[config.mk]
export PLATFORM = sky130hd
export DESIGN_NAME = gray_step_sched
export DESIGN_NICKNAME = d
export VERILOG_FILES = /design/src/rtl/gray_step_sched.sv
export SDC_FILE = /design/constraint.sdc
export NUM_CORES = 1
export LEC_CHECK = 0
export BUFFER_PORTS_ARGS = -buffer_cell sky130_fd_sc_hd__buf_4
export CAP_MARGIN = 0
export CORE_MARGIN = 1
export CORE_UTILIZATION = 44
export CTS_CLUSTER_SIZE = 24
export DETAILED_ROUTE_END_ITERATION = 10
export GPL_TIMING_DRIVEN = 0
export PLACE_DENSITY = 0.73
export SYNTH_ARGS = -nofsm -noshare
export SYNTH_HDL_FRONTEND = slang
export SYNTH_SLANG_ARGS = --single-unit
[constraint.sdc]
create_clock -name clk -period 2.25 [get_ports clk]
set_input_delay 0.45 -clock clk [delete_from_list [all_inputs] [get_ports clk]]
set_output_delay 0.45 -clock clk [all_outputs]
set_load 0.005 [all_outputs]
[src/rtl/gray_step_sched.sv]
// Command-driven Gray-code stepper: runs N single-bit-change steps per command,
// reporting which bit flipped and whether the binary counter wrapped.
module gray_step_sched #(
  parameter int DATA_WIDTH = 4,
  parameter int CNT_WIDTH  = 8,
  localparam int IDX_W     = $clog2(DATA_WIDTH)
) (
  input  logic                  clk,
  input  logic                  reset,
  input  logic                  cmd_valid,
  output logic                  cmd_ready,
  input  logic                  cmd_clear,
  input  logic                  cmd_dir,
  input  logic [CNT_WIDTH-1:0]  cmd_steps,
  output logic [DATA_WIDTH-1:0] out,
  output logic                  step_pulse,
  output logic [IDX_W-1:0]      flip_idx,
  output logic                  wrapped,
  output logic                  busy,
  output logic                  done
);

  typedef enum logic [1:0] {IDLE, RUN, DONE} state_t;

  state_t                state;
  logic [DATA_WIDTH-1:0] bin;
  logic [DATA_WIDTH-1:0] bin_next;
  logic [DATA_WIDTH-1:0] probe;
  logic [CNT_WIDTH-1:0]  remaining;
  logic                  dir;
  logic                  wrap_next;
  logic [IDX_W-1:0]      idx_next;
  logic                  found;

  assign cmd_ready = (state == IDLE);
  assign busy      = (state != IDLE);

  assign bin_next  = dir ? bin - DATA_WIDTH'(1) : bin + DATA_WIDTH'(1);
  // Counting down flips at the trailing zeros, so inverting lets one
  // trailing-ones search serve both directions.
  assign probe     = dir ? ~bin : bin;
  assign wrap_next = &probe;

  always_comb begin
    idx_next = IDX_W'(DATA_WIDTH - 1);
    found    = 1'b0;
    for (int i = 0; i < DATA_WIDTH; i++) begin
      if (!found && !probe[i]) begin
        idx_next = IDX_W'(i);
        found    = 1'b1;
      end
    end
  end

  always_ff @(posedge clk or posedge reset) begin
    if (reset) begin
      state      <= IDLE;
      bin        <= '0;
      out        <= '0;
      remaining  <= '0;
      dir        <= 1'b0;
      step_pulse <= 1'b0;
      wrapped    <= 1'b0;
      flip_idx   <= '0;
      done       <= 1'b0;
    end else begin
      step_pulse <= 1'b0;
      wrapped    <= 1'b0;
      done       <= 1'b0;
      case (state)
        IDLE: begin
          if (cmd_valid) begin
            if (cmd_clear) begin
              bin   <= '0;
              out   <= '0;
              state <= DONE;
              done  <= 1'b1;
            end else if (cmd_steps == '0) begin
              state <= DONE;
              done  <= 1'b1;
            end else begin
              dir       <= cmd_dir;
              remaining <= cmd_steps;
              state     <= RUN;
            end
          end
        end
        RUN: begin
          bin        <= bin_next;
          out        <= bin_next ^ (bin_next >> 1);
          step_pulse <= 1'b1;
          wrapped    <= wrap_next;
          flip_idx   <= idx_next;
          remaining  <= remaining - CNT_WIDTH'(1);
          // done lands with the final step_pulse
          if (remaining == CNT_WIDTH'(1)) begin
            state <= DONE;
            done  <= 1'b1;
          end
        end
        DONE:    state <= IDLE;
        default: state <= IDLE;
      endcase
    end
  end

endmodule

Word-level counts from Yosys, hierarchy flattened
Cells that the tools add are included.

word-level totals
  bits in registers = 24
  bits in latches = 0
  RAM bits = 0
  bits in read-only memories = 0
  memories = 0

operators by class
  $add $sub $neg = 3
  $mul = 0
  div/mod/pow operators = 0
  $lt $le $gt $ge = 0
  equal/unequal tests = 7
  shift operators = 0
  multiplexer cells = 29
  bitwise operators = 4
  reduce and logical (&&, ||, !) cells = 17

operators with widths
  kind                   count
  $mux W8                3
  $mux W2                8
  $mux W4                4
  $pmux W4 S2            2
  $pmux W8 S2            1
  $reduce_and A4 Y1      3
  $mux W1                9
  $eq A8 B1 Y1 const B   1
  $logic_not A8 Y1       1
  $ne A2 B2 Y1 const B   4
  $sub A8 B1 Y8 const B  1
  $logic_not A1 Y1       5
  $add A4 B1 Y4 const B  1
  $not A4 Y4             1
  $pmux W2 S2            1
  $reduce_bool A2 Y1     2
  $sub A4 B1 Y4 const B  1
  $xor A4 B3 Y4          1
  $logic_and A1 B1 Y1    3
  $reduce_and A3 Y1      1
  $eq A2 B1 Y1 const B   1
  $logic_not A2 Y1       1
  $ne A2 B1 Y1 const B   1
  $not A1 Y1             2
  other kinds (2)        2

Depth between registers and ports, before layout
  depth after elaboration = 11
  depth in mapped cells = 7
  gate-level depth less buffers = 6

Worst setup path before layout
No wires, ideal clock.

  path type = register to register
  from = reg dir
  to = reg out[2]
  setup time = 0.121 ns
  arrival = 1.729 ns
  data required time = 2.129 ns
  slack = 0.400 ns
  stages on the path, launching flop included = 6
  buffers on the path = 0
  clock period less this slack = 1.850 ns
  cells stage by stage = dfrtp_1 > ha_1 > a21o_1 > a21oi_1 > xnor3_1 > a22o_1

between the ends
  word-level cells in the longest chain between the ends = 3

RTL lines
  element                 line  source
  start, declared         30    logic dir;
  start signal, assigned  82    dir <= cmd_dir;
  $mux W4                 38    assign bin_next = dir ? bin - DATA_WIDTH'(1) : bin + DATA_WIDTH'(1);
  $xor A4 B3 Y4           90    out <= bin_next ^ (bin_next >> 1);
  $pmux W4 S2             70    case (state)
  end signal, assigned    90
  end, declared           15    output logic [DATA_WIDTH-1:0] out,

No other way between the ends.
A chain may end at the register's enable or synchronous reset.

Final worst setup path
Same ends and word-level chain as after synthesis.

==> metrics.md <==
| Metric | Value |
|---|---|
| Outcome | finished, violations left |
| Violations in the final reports | DRC |
| Largest area contributor in the netlist | dfrtp_1 |
| Count of mapped cells out of synthesis | roughly 150 |
| Global placement routability congestion | 0.869 |
| First element of the critical path | dir$_DFFE_PP0P_ |
| Number of diodes added for antenna fixing | 0 |
| Via count of the first global-routing pass | 1,170 |
| Type of the worst setup path | flop to flop |
| Worst IR Drop VDD | 0.000763 V |
| DRC Markers | 3 |
| Required time at the worst-slack endpoint | roughly 2.5 ns |
| Clock tree from TritonCTS | yes |
| Clock share of power | 0.079 |
| Per-instance average area after synthesis | about 9.2 µm² |
| Critical Path Sink | out[2]$_DFFE_PP0P_ |
| Critical path cell sequence | ha_1 > a21o_1 > a21oi_1 > xnor3_1 > a22o_1 |
| Placed inst area | 0.00158 mm² |
| Root buffer selected by CTS | clkbuf_4 |
| HP Class | input port to asynchronous set/reset pin |
| Number of endpoints failing setup at the final stage | 0 |
| Resize count post-CTS | 0 |
| Worst EP arrival | 2.26 ns |
| Number of antenna violations at the first check in global routing | 0 |
| Reported max-cap violation count | 0 |
| Fraction of final layout cells sized beyond drive strength 1 | 0.211 |
| Post-place setup slack | 0.223 ns |
| TNS Setup | 0 ns |
| Number of vias in the routed layout | 1,184 |
| Logic pwr share | 0.599 |
| Remaining global-route overflow | 0 |
| Area growth from synthesis to layout | 17.5% |
| Post-CTS setup-driven buffer insertion count | 0 |
| Unrepaired setup endpoints after global routing | false |
| Destination of the worst register-to-register timing path | out[2]$_DFFE_PP0P_ |
| Number of clock buffers inserted by TritonCTS | 3 |
| Static leakage | approximately 0.75 nW |
| Reg power frac | 0.322 |
| Initial Util | 0.479 |
| Max incr delay on CP | 0.52 ns |
| Share of the clock period used by the worst path | 0.904 |
| Share of the yosys chip area belonging to registers | 0.421 |
| CP delay by family, top | compound AO/OA/AOI/OAI gates |
| Post-synth net total | roughly 170 |
| Cells after DPL | ~200 |
| Final Cell Area | 0.00161 mm² |
| Transition time at the pin with the least slew margin | about 0.9 ns |
| Initial drt markers | 36 |
| Global-route usage over all layers | 0.209 |
| Final Hold Slack | 0.305 ns |
| Total count of hold-check failures in the final report | 0 |
| Total power density per cell area | roughly 1600 mW/mm² |
| Via-per-instance ratio | 5.75 |
| First-pass GRT wire length | 5310 µm |
| Element type at the critical path start | flop |
| Fillers | around 270 |
| R2r worst-path depth | 5 |
| Clock-pin slew reported for the worst setup and hold paths after clock tree synthesis | 0.14 ns |
| Number of pins with negative max-slew slack in the final report | 0 |
| H-tree depth | 1 |
| Switching Share | 0.416 |
| Port bufs | 23 |
| Total length of routed wires | 3070 µm |
| Setup slack on the worst flop-to-flop path | 0.22 ns |
| Floorplan core area | 0.00285 mm² |
| Biggest fanout along the worst timing path | 8 |
| Count of boundary I/O pins | 24 |
| CTS hold repair buffers | 0 |
| Main area contributors after synthesis | dfrtp_1 (42%), o21ai_0 (4.4%), ha_1 (3.7%), nor2_1 (3.3%), inv_1 (3.0%) |
| Startpoint of the worst register-to-register path | dir$_DFFE_PP0P_ |
| Post-detailed-route count of antenna-violating nets | 0 |
| Placement Rows | 19 |
| Detailed placement HPWL | 2340 µm |
| Synthesized cell area | ~0.0014 mm² |
| Chip Width | 57.8 µm |
| Setup slack after layout | between 0.2 and 0.25 ns |
| Number of synthesized register bits | 23 |
| Clock Skew | 0.00950 ns |
| Yosys warns | 0 |
| Post-layout nets | 194 |
| Insertion delay to the later sink of the worst-skew pair | 0.32 ns |
| Sw Pwr | 1.04 mW |
| Design internal power | 1.46 mW |
| Clock tree buffer depth | 2 |
| Relative max-transition margin | 0.401 |
| Post-synth cell types | 49 |
| Post-Route Utilization | 0.563 |
| DR WL/cell | between 10 and 15 µm |
| Final Critical Period | 2.03 ns |
| Height of the chip | 57.8 µm |
| Slowest stage cell on the critical path | dfrtp_1 |
| Post-layout total power | roughly 2.5 mW |
| Post-synth top area share | 0.421 |
| Worst Setup End Kind | flop |
| Maximum clock frequency | 491 MHz |
| Critical Path Stages | 5 |
| CTS Sinks | 23 |
| Pin count of the biggest net entering global routing | 24 |
| Critical path buffer and inverter count | 0 |
| Die Outline Area | 0.00334 mm² |
| First-pass DRT Iterations | 7 |
| Cell Count, Final, Fillers Out | 206 |
==> cell families after synthesis <==
family	Yosys count	synth area share
mux	2	0.0156
xor+xnor	7	0.0549
fa+ha+maj	5	0.0512
compound gates	36	0.185
simple gates	53	0.209
buf+inv	22	0.0640
flops	23	0.421
==> power groups by stage <==
stage          Sequential [mW]  Combinational, mW  Clock [mW]
3_3_place_gp             0.802               1.44           0
5_1_grt                  0.847               1.67       0.221
3_5_place_dp             0.814               1.49           0
6_report                 0.805               1.50       0.198
4_1_cts                  0.804               1.51       0.203
2_1_floorplan            0.779               1.13           0
==> cell type report <==
class / count / area [µm²] / area share
Clock buffer: 3 / 22.5 / 0.0140
Tap cell: 31 / 38.8 / 0.0241
Timing Repair Buffer: 23 / 173 / 0.107
Multi-Input combinational cell: 103 / 704 / 0.438
Inverter: 12 / 45.0 / 0.0280
Sequential cell: 23 / 576 / 0.358
Clock inverter: 1 / 5.00 / 0.00312
Buffer: 10 / 42.5 / 0.0265
==> flip-flops by register name, indices dropped and copies added, names as in the netlist <==
register,flops
wrapped,1
remaining,8
out,4
bin,3
step_pulse,1
flip_idx,2
state,2
done,1
dir,1
==> placed cells by master, fill, tap and decap left out, drive strengths merged, types with 4 or more instances in the layout <==
cell type,count
nor2,12
ha,4
nand3,8
clkbuf,11
buf,25
inv,12
o21ai,12
nand2,10
dfrtp,23
a21oi,5
==> per-layer routing <==
| metal | track usage | part of all wire | up-vias |
|---|---|---|---|
| met5 | 0 | 0 | - |
| met4 | 0.0748 | 0.0055 | 0 |
| met3 | 0.0268 | 0.042 | 2 |
| met2 | 0.352 | 0.51 | 32 |
| met1 | 0.278 | 0.45 | 572 |
| li1 | - | - | 578 |
==> how the worst min path moves through the flow <==
| stage | slack (ns) | endpoint | from | cells after the start |
|---|---|---|---|---|
| 2_1_floorplan | 0.45 | bin[0]$_DFFE_PP0P_ | reset | 1 |
| 3_3_place_gp | 0.45 | flip_idx[1]$_DFFE_PP0P_ | flip_idx[1]$_DFFE_PP0P_ | 2 |
| 3_5_place_dp | 0.46 | flip_idx[1]$_DFFE_PP0P_ | flip_idx[1]$_DFFE_PP0P_ | 2 |
| 4_1_cts | 0.33 | dir$_DFFE_PP0P_ | cmd_dir | 2 |
| 5_1_grt | 0.33 | dir$_DFFE_PP0P_ | cmd_dir | 2 |
| 6_report | 0.30 | out[0]$_DFFE_PP0P_ | reset | 2 |
==> Yosys cell counts (all sizes together) <==
cell type,n
o21ai,12
and2,1
nand2,10
o311ai,3
a32oi,3
mux2,1
a31oi,1
or2,3
or3,3
nor2b,1
a211oi,1
nand2b,2
xor2,3
clkbuf,8
or4,2
o311a,1
or3b,2
a211o,1
a21boi,1
nor2,12
a22o,3
a21o,1
inv,12
nor4,2
buf,2
mux2i,1
xnor2,3
dfrtp,23
o31ai,1
xnor3,1
nand3,8
fa,1
a21oi,5
a22oi,1
nand4,1
nor3b,2
ha,4
and4,1
nor3,3
o32a,1
a2111oi,1
No activity file was read; power rests on OpenSTA's default activity.
